**config.mk**
```make
export PLATFORM = sky130hd
export DESIGN_NAME = laser_tx_scheduler
export DESIGN_NICKNAME = d
export VERILOG_FILES = /design/src/rtl/laser_pkg.sv /design/src/rtl/laser_pair_stager.sv /design/src/rtl/laser_tx_scheduler.sv
export SDC_FILE = /design/constraint.sdc
export NUM_CORES = 1
export LEC_CHECK = 0
export ABC_AREA = 0
export ABC_CLOCK_PERIOD_IN_PS = 2600
export CORE_ASPECT_RATIO = 1.4
export CORE_MARGIN = 2
export CORE_UTILIZATION = 52
export DETAILED_ROUTE_END_ITERATION = 12
export GPL_TIMING_DRIVEN = 1
export PLACE_DENSITY = 0.76
export SLEW_MARGIN = 20
export SYNTH_ARGS = -nofsm -noshare
export SYNTH_HDL_FRONTEND = slang
export SYNTH_SLANG_ARGS = --single-unit
```
**constraint.sdc**
```tcl
create_clock -name clock -period 2.6 [get_ports clock]
set_input_delay 0.52 -clock clock [delete_from_list [all_inputs] [get_ports clock]]
set_output_delay 0.52 -clock clock [all_outputs]
set_load 0.02 [all_outputs]
```
**src/rtl/laser_pkg.sv**
```systemverilog
// laser_pkg: shared types and default byte patterns for the laser link (rev 1.0).
// Shared by the transmit scheduler and the receiver-side deframer.
`default_nettype none

package laser_pkg;

  typedef enum logic [2:0] {
    IDLE     = 3'd0,
    PREAMBLE = 3'd1,
    HEADER   = 3'd2,
    PAYLOAD  = 3'd3,
    CHECKSUM = 3'd4,
    GAP      = 3'd5
  } state_t;

  localparam logic [7:0] PREAMBLE_BYTE = 8'hAA;
  localparam logic [7:0] SYNC_BYTE     = 8'hD5;
  localparam logic [7:0] PAD_BYTE      = 8'h00;

endpackage

`default_nettype wire

```
**src/rtl/laser_pair_stager.sv**
```systemverilog
// laser_pair_stager: two-byte payload staging with lane steering and underflow padding (rev 1.0).
`default_nettype none

module laser_pair_stager #(
  parameter logic [7:0] PAD_BYTE    = laser_pkg::PAD_BYTE,
  parameter int         STALL_LIMIT = 255
) (
  input  logic       clock,
  input  logic       reset,
  input  logic       active,
  input  logic       hold,
  input  logic       take,
  input  logic [7:0] in_data,
  input  logic       in_valid,
  output logic       in_ready,
  output logic [7:0] lane1,
  output logic [7:0] lane2,
  output logic       full,
  output logic       underflow
);

  localparam int                   STALL_W   = $clog2(STALL_LIMIT + 1);
  localparam logic [STALL_W-1:0]   STALL_MAX = STALL_W'(STALL_LIMIT);

  logic [1:0]         r_count;
  logic [STALL_W-1:0] r_stall;
  logic               r_pad;
  logic               w_accept;
  logic               w_starve;
  logic               w_fill;

  assign full     = (r_count == 2'd2);
  assign in_ready = active && !r_pad && !hold && !full;
  assign w_accept = in_valid && in_ready;
  assign w_starve = active && !r_pad && !full && !in_valid;
  // Once padding starts it persists: every later slot is filled immediately.
  assign w_fill   = (r_pad && !full) || (w_starve && (r_stall == STALL_MAX));

  always_ff @(posedge clock or posedge reset) begin
    if (reset) begin
      r_count   <= 2'd0;
      r_stall   <= '0;
      r_pad     <= 1'b0;
      lane1     <= 8'h00;
      lane2     <= 8'h00;
      underflow <= 1'b0;
    end else if (!active) begin
      r_count   <= 2'd0;
      r_stall   <= '0;
      r_pad     <= 1'b0;
      underflow <= 1'b0;
    end else begin
      underflow <= 1'b0;
      if (take) begin
        r_count <= 2'd0;
      end else if (w_accept) begin
        if (r_count == 2'd0) lane1 <= in_data;
        else                 lane2 <= in_data;
        r_count <= r_count + 2'd1;
        r_stall <= '0;
      end else if (w_fill) begin
        if (r_count == 2'd0) lane1 <= PAD_BYTE;
        lane2   <= PAD_BYTE;
        r_count <= 2'd2;
        r_stall <= '0;
        if (!r_pad) begin
          r_pad     <= 1'b1;
          underflow <= 1'b1;
        end
      end else if (w_starve) begin
        r_stall <= r_stall + 1'b1;
      end
    end
  end

endmodule

`default_nettype wire

```
**src/rtl/laser_tx_scheduler.sv**
```systemverilog
// laser_tx_scheduler: frames an upstream byte stream into fixed-length packets and
// hands them to the dual-lane transmitter as byte pairs (rev 1.0).
`default_nettype none

module laser_tx_scheduler #(
  parameter int         PAYLOAD_PAIRS  = 16,
  parameter int         PREAMBLE_PAIRS = 2,
  parameter logic [7:0] PREAMBLE_BYTE  = laser_pkg::PREAMBLE_BYTE,
  parameter logic [7:0] SYNC_BYTE      = laser_pkg::SYNC_BYTE,
  parameter logic [7:0] PAD_BYTE       = laser_pkg::PAD_BYTE,
  parameter int         STALL_LIMIT    = 255,
  parameter int         GAP_CYCLES     = 64
) (
  input  logic       clock,
  input  logic       reset,
  input  logic       en,
  input  logic [7:0] in_data,
  input  logic       in_valid,
  output logic       in_ready,
  output logic [7:0] tx_data1,
  output logic [7:0] tx_data2,
  output logic       tx_valid,
  input  logic       tx_done,
  output logic [7:0] seq_num,
  output logic       busy,
  output logic       pkt_done,
  output logic       underflow
);

  import laser_pkg::*;

  localparam int               GAP_W    = (GAP_CYCLES > 1) ? $clog2(GAP_CYCLES) : 1;
  localparam logic [GAP_W-1:0] GAP_LAST = GAP_W'(GAP_CYCLES - 1);
  localparam logic [7:0]       PRE_LAST = 8'(PREAMBLE_PAIRS - 1);
  localparam logic [7:0]       PAY_LAST = 8'(PAYLOAD_PAIRS - 1);

  state_t           r_state, w_state_nxt;
  logic [7:0]       r_pair, w_pair_nxt;
  logic [GAP_W-1:0] r_gap, w_gap_nxt;
  logic [7:0]       r_xor1, r_xor2, w_xor1_nxt, w_xor2_nxt;
  logic [7:0]       w_d1_nxt, w_d2_nxt, w_seq_nxt;
  logic             w_valid_nxt, w_pkt_done_nxt;
  logic             w_done, w_take;
  logic [7:0]       w_lane1, w_lane2;
  logic             w_full;

  assign w_done = tx_valid && tx_done;
  assign busy   = (r_state != IDLE);

  laser_pair_stager #(
    .PAD_BYTE    (PAD_BYTE),
    .STALL_LIMIT (STALL_LIMIT)
  ) u_stager (
    .clock     (clock),
    .reset     (reset),
    .active    (r_state == PAYLOAD),
    .hold      (tx_valid),
    .take      (w_take),
    .in_data   (in_data),
    .in_valid  (in_valid),
    .in_ready  (in_ready),
    .lane1     (w_lane1),
    .lane2     (w_lane2),
    .full      (w_full),
    .underflow (underflow)
  );

  // A pair is only presented while tx_valid is low, so the cycle after a
  // consumption is always idle on the handshake.
  always_comb begin
    w_state_nxt    = r_state;
    w_pair_nxt     = r_pair;
    w_gap_nxt      = r_gap;
    w_xor1_nxt     = r_xor1;
    w_xor2_nxt     = r_xor2;
    w_seq_nxt      = seq_num;
    w_valid_nxt    = tx_valid && !w_done;
    w_d1_nxt       = tx_data1;
    w_d2_nxt       = tx_data2;
    w_pkt_done_nxt = 1'b0;
    w_take         = 1'b0;
    case (r_state)
      IDLE: begin
        if (en && in_valid) begin
          w_state_nxt = PREAMBLE;
          w_pair_nxt  = 8'd0;
          w_xor1_nxt  = 8'h00;
          w_xor2_nxt  = 8'h00;
        end
      end
      PREAMBLE: begin
        if (!tx_valid) begin
          w_valid_nxt = 1'b1;
          w_d1_nxt    = PREAMBLE_BYTE;
          w_d2_nxt    = PREAMBLE_BYTE;
        end
        if (w_done) begin
          if (r_pair == PRE_LAST) begin
            w_state_nxt = HEADER;
            w_pair_nxt  = 8'd0;
          end else begin
            w_pair_nxt = r_pair + 8'd1;
          end
        end
      end
      HEADER: begin
        if (!tx_valid) begin
          w_valid_nxt = 1'b1;
          w_d1_nxt    = SYNC_BYTE;
          w_d2_nxt    = seq_num;
        end
        if (w_done) w_state_nxt = PAYLOAD;
      end
      PAYLOAD: begin
        if (!tx_valid && w_full) begin
          w_valid_nxt = 1'b1;
          w_d1_nxt    = w_lane1;
          w_d2_nxt    = w_lane2;
          w_take      = 1'b1;
          w_xor1_nxt  = r_xor1 ^ w_lane1;
          w_xor2_nxt  = r_xor2 ^ w_lane2;
        end
        if (w_done) begin
          if (r_pair == PAY_LAST) begin
            w_state_nxt = CHECKSUM;
            w_pair_nxt  = 8'd0;
          end else begin
            w_pair_nxt = r_pair + 8'd1;
          end
        end
      end
      CHECKSUM: begin
        if (!tx_valid) begin
          w_valid_nxt = 1'b1;
          w_d1_nxt    = r_xor1;
          w_d2_nxt    = r_xor2;
        end
        if (w_done) begin
          w_pkt_done_nxt = 1'b1;
          w_seq_nxt      = seq_num + 8'd1;
          w_state_nxt    = GAP;
          w_gap_nxt      = '0;
        end
      end
      GAP: begin
        if (r_gap == GAP_LAST) w_state_nxt = IDLE;
        else                   w_gap_nxt   = r_gap + 1'b1;
      end
      default: w_state_nxt = IDLE;
    endcase
  end

  always_ff @(posedge clock or posedge reset) begin
    if (reset) begin
      r_state  <= IDLE;
      r_pair   <= 8'd0;
      r_gap    <= '0;
      r_xor1   <= 8'h00;
      r_xor2   <= 8'h00;
      seq_num  <= 8'd0;
      tx_valid <= 1'b0;
      tx_data1 <= 8'h00;
      tx_data2 <= 8'h00;
      pkt_done <= 1'b0;
    end else begin
      r_state  <= w_state_nxt;
      r_pair   <= w_pair_nxt;
      r_gap    <= w_gap_nxt;
      r_xor1   <= w_xor1_nxt;
      r_xor2   <= w_xor2_nxt;
      seq_num  <= w_seq_nxt;
      tx_valid <= w_valid_nxt;
      tx_data1 <= w_d1_nxt;
      tx_data2 <= w_d2_nxt;
      pkt_done <= w_pkt_done_nxt;
    end
  end

endmodule

`default_nettype wire
```
==> summary.txt <==
Most frequent cell after synthesis = dfrtp_1
Syn avg cell area = 9.74 sq um
Crit Path Max Fanout = 13
Ys async rst share = 100%
Root Driver = clkbuf_16
Primary FF master, synth = dfrtp_1
Mapped Area = 4660 sq um
Initial drt markers = 307
Setup violators final = 0
Routability congestion estimate = 0.898
DR WL/cell = 17.9 um
Worst-Skew Late Latency = 0.34 ns
Htree depth = 3
Maximum VDD drop = 0.409 mV
Detailed Place HPWL = 8.14 mm
Die X = 84.0 um
Seq pwr share = 48.3%
Sequential element share of the synthesized area = 46.8%
GRT overflow = 0
Total CTS buffers = 9
Worst R2R Setup Slack = 0.32 ns
Die ar. = 9740 sq um
Setup Skew = 0.00889 ns
Total track usage = 24.5%
Die H = 116 um
Max clock buf depth = 2
NumNets Final = 539
CP Launch Type = register
Fraction of layout cells with a size suffix above 1 = 9.92%
Outcome = finished, final reports clean
Leak = 2.33 nW
# rows = 40
Switching share of power = 27.8%
Vias after detailed routing = 3,937
Net Count, Synth = 498
Path type of the worst setup path = reg2out
Clock Power Share = 36.6%
# diodes = 0
Internal power = 2.38 mW
Post-synth top area share = 46.8%
DP Area = 5210 sq um
Vias in the first global route = 3,918
Min Tclk post-route = 2.38 ns
Number of routed nets with antenna violations = 0
Final wirelength = 11.3 mm
Switch Pwr = 0.917 mW
Final hold viol count = 0
Cells after synthesis = 478
Clock sink total = 87
YS warnings = 0
Max Slew Vio Count = 0
Area contributors post-synth = dfrtp_1, o211ai_1, nand2_1
Layout overhead on the synthesized area = 18.1%
Largest net degree at the start of global routing = 88
Boundary Pins = 42
Power Dens Cells = 600 nW/um^2
Remaining DRCs = 0
Commonest cells post-synth = dfrtp_1, nand2_1, inv_1, o211ai_1, nand3_1
Hold Path Class = reg2reg
Reg clk slew, reported paths = 0.06 ns
Max Clk Rate = 0.419 GHz
Netlist cell types = 66
Antenna violations before repair = 0
Core Area = 8660 sq um
Worst-margin pin slew = 0.643 ns
Crit path required time = 2.08 ns
Crit end category = primary output
Hold Buf Count CTS = 0
Post-synth EDFFs = 0
Synth Register Bits = 87
Area leader, netlist = dfrtp_1
Setup TNS = 0 ns
Combinational power share = 15.0%
Arr. time, crit path = 1.86 ns
Max Cap Viol = 0
Final Instance Area = 5500 sq um
CTS tree = built
Fin crit share = 91.7%
# port buffers = 41
Initial core utilization = 53.8%
Vias per cell = 6.26
Max-Slew Margin vs Limit = 57.2%
First-pass GRT wire length = 19.1 mm
RSZ-0062 raised after global routing = false
First-pass iteration count of the detailed router = 4
-- area by class of cell --
| type | count | area [sq um] |
|---|---|---|
| Clock buffer | 13 | 260 |
| Clock inverter | 3 | 17.5 |
| Fill cell | 731 | 3160 |
| Inverter | 33 | 128 |
| Multi-Input combinational cell | 330 | 2230 |
| Sequential cell | 87 | 2180 |
| Tap cell | 105 | 131 |
| Timing Repair Buffer | 58 | 553 |
-- critical path: stages (launching register included) --
cell and delay, ns:
dfrtp_1 0.50, nor3_2 0.29, inv_1 0.16, clkdlybuf4s50_1 0.57
-- routing by layer --
layer  routed length (um)  global-route usage [%]
met5                    0                       0
met4                  168                    9.25
met3                  386                    4.42
met2                 5850                    41.9
met1                 4870                    31.4
-- cells in the final DEF (no fill, tap or decap), types with 3 or more instances in the layout --
cell type        instances
nand3_1                 26
xnor2_1                  8
a2bb2oi_1                4
and2_1                   4
clkdlybuf4s50_1         40
nand4_1                  7
o21a_1                   4
ha_1                     7
nor2b_1                  6
buf_4                   16
nor2_1                  11
nor3_1                   6
o21ai_0                 20
nand4b_1                18
o22ai_1                 17
and3_1                   4
clkbuf_16                9
a22oi_1                 10
a21oi_1                 14
dfrtp_1                 87
nand2b_1                 5
inv_1                   31
nor4_1                   3
mux2i_1                 11
o211ai_1                28
mux2_2                   8
o31ai_1                  4
nand2_1                 52
a32oi_1                  3
nand3b_1                 3
o22a_1                   5
-- cells by family after synthesis --
group	after synthesis	synth area share [%]
AND/OR/NAND/NOR	164	19.6
AO/OA/AOI/OAI	130	20.2
flip-flops	87	46.8
buffers and inverters	61	5.43
multiplexers	19	4.30
XOR/XNOR	10	1.88
adder cells (fa/ha/maj)	7	1.88
-- sequential cells by signal (all words and copies together) (netlist names) --
register            cells
r_pair                  8
r_xor1                  8
r_xor2                  8
seq_num                 8
tx_data1                8
tx_data2                8
u_stager.lane1          8
u_stager.lane2          8
u_stager.r_stall        8
r_gap                   6
r_state                 3
u_stager.r_count        2
pkt_done                1
tx_valid                1
u_stager.r_pad          1
u_stager.underflow      1
-- metrics by stage --
stage	hold WS, ns	std cells	worst slack (ns)	total power [mW]	utilization [%]
after floorplan	0.464	478	0.685	1.93	-
after global placement	0.495	613	0.259	2.08	60.2
after detailed placement	0.492	613	0.206	2.11	60.2
after CTS	0.513	629	0.0505	3.31	63.4
after global routing	0.526	629	0.0911	3.46	63.5
final	0.513	629	0.216	3.30	63.5
-- worst paths after layout --
check,from,to,depth (start not counted)
setup / recovery,r_state[0],busy,3
hold / removal,tx_data1[2],tx_data1[2],1
setup reg to reg,r_state[0],r_xor1[4],5
hold reg to reg,tx_data1[2],tx_data1[2],1
max in group asynchronous,reset,u_stager.r_stall[1],3
min in group asynchronous,reset,seq_num[2],3
-- power by group through the flow --
stage | clock [mW] | sequential, mW | combinational (mW)
final | 1.21 | 1.59 | 0.496
after global routing | 1.29 | 1.61 | 0.554
after CTS | 1.23 | 1.59 | 0.500
after detailed placement | 0 | 1.61 | 0.500
after global placement | 0 | 1.60 | 0.479
after floorplan | 0 | 1.57 | 0.362
-- timing repair --
action / in CTS / in global routing
endpoints found under the hold margin: 0 / 0
setup buffers: 0 / 0
setup endpoints to repair: 0 / 2
resized for setup: 0 / 2
Note: power is estimated with default switching activity, not from simulation.
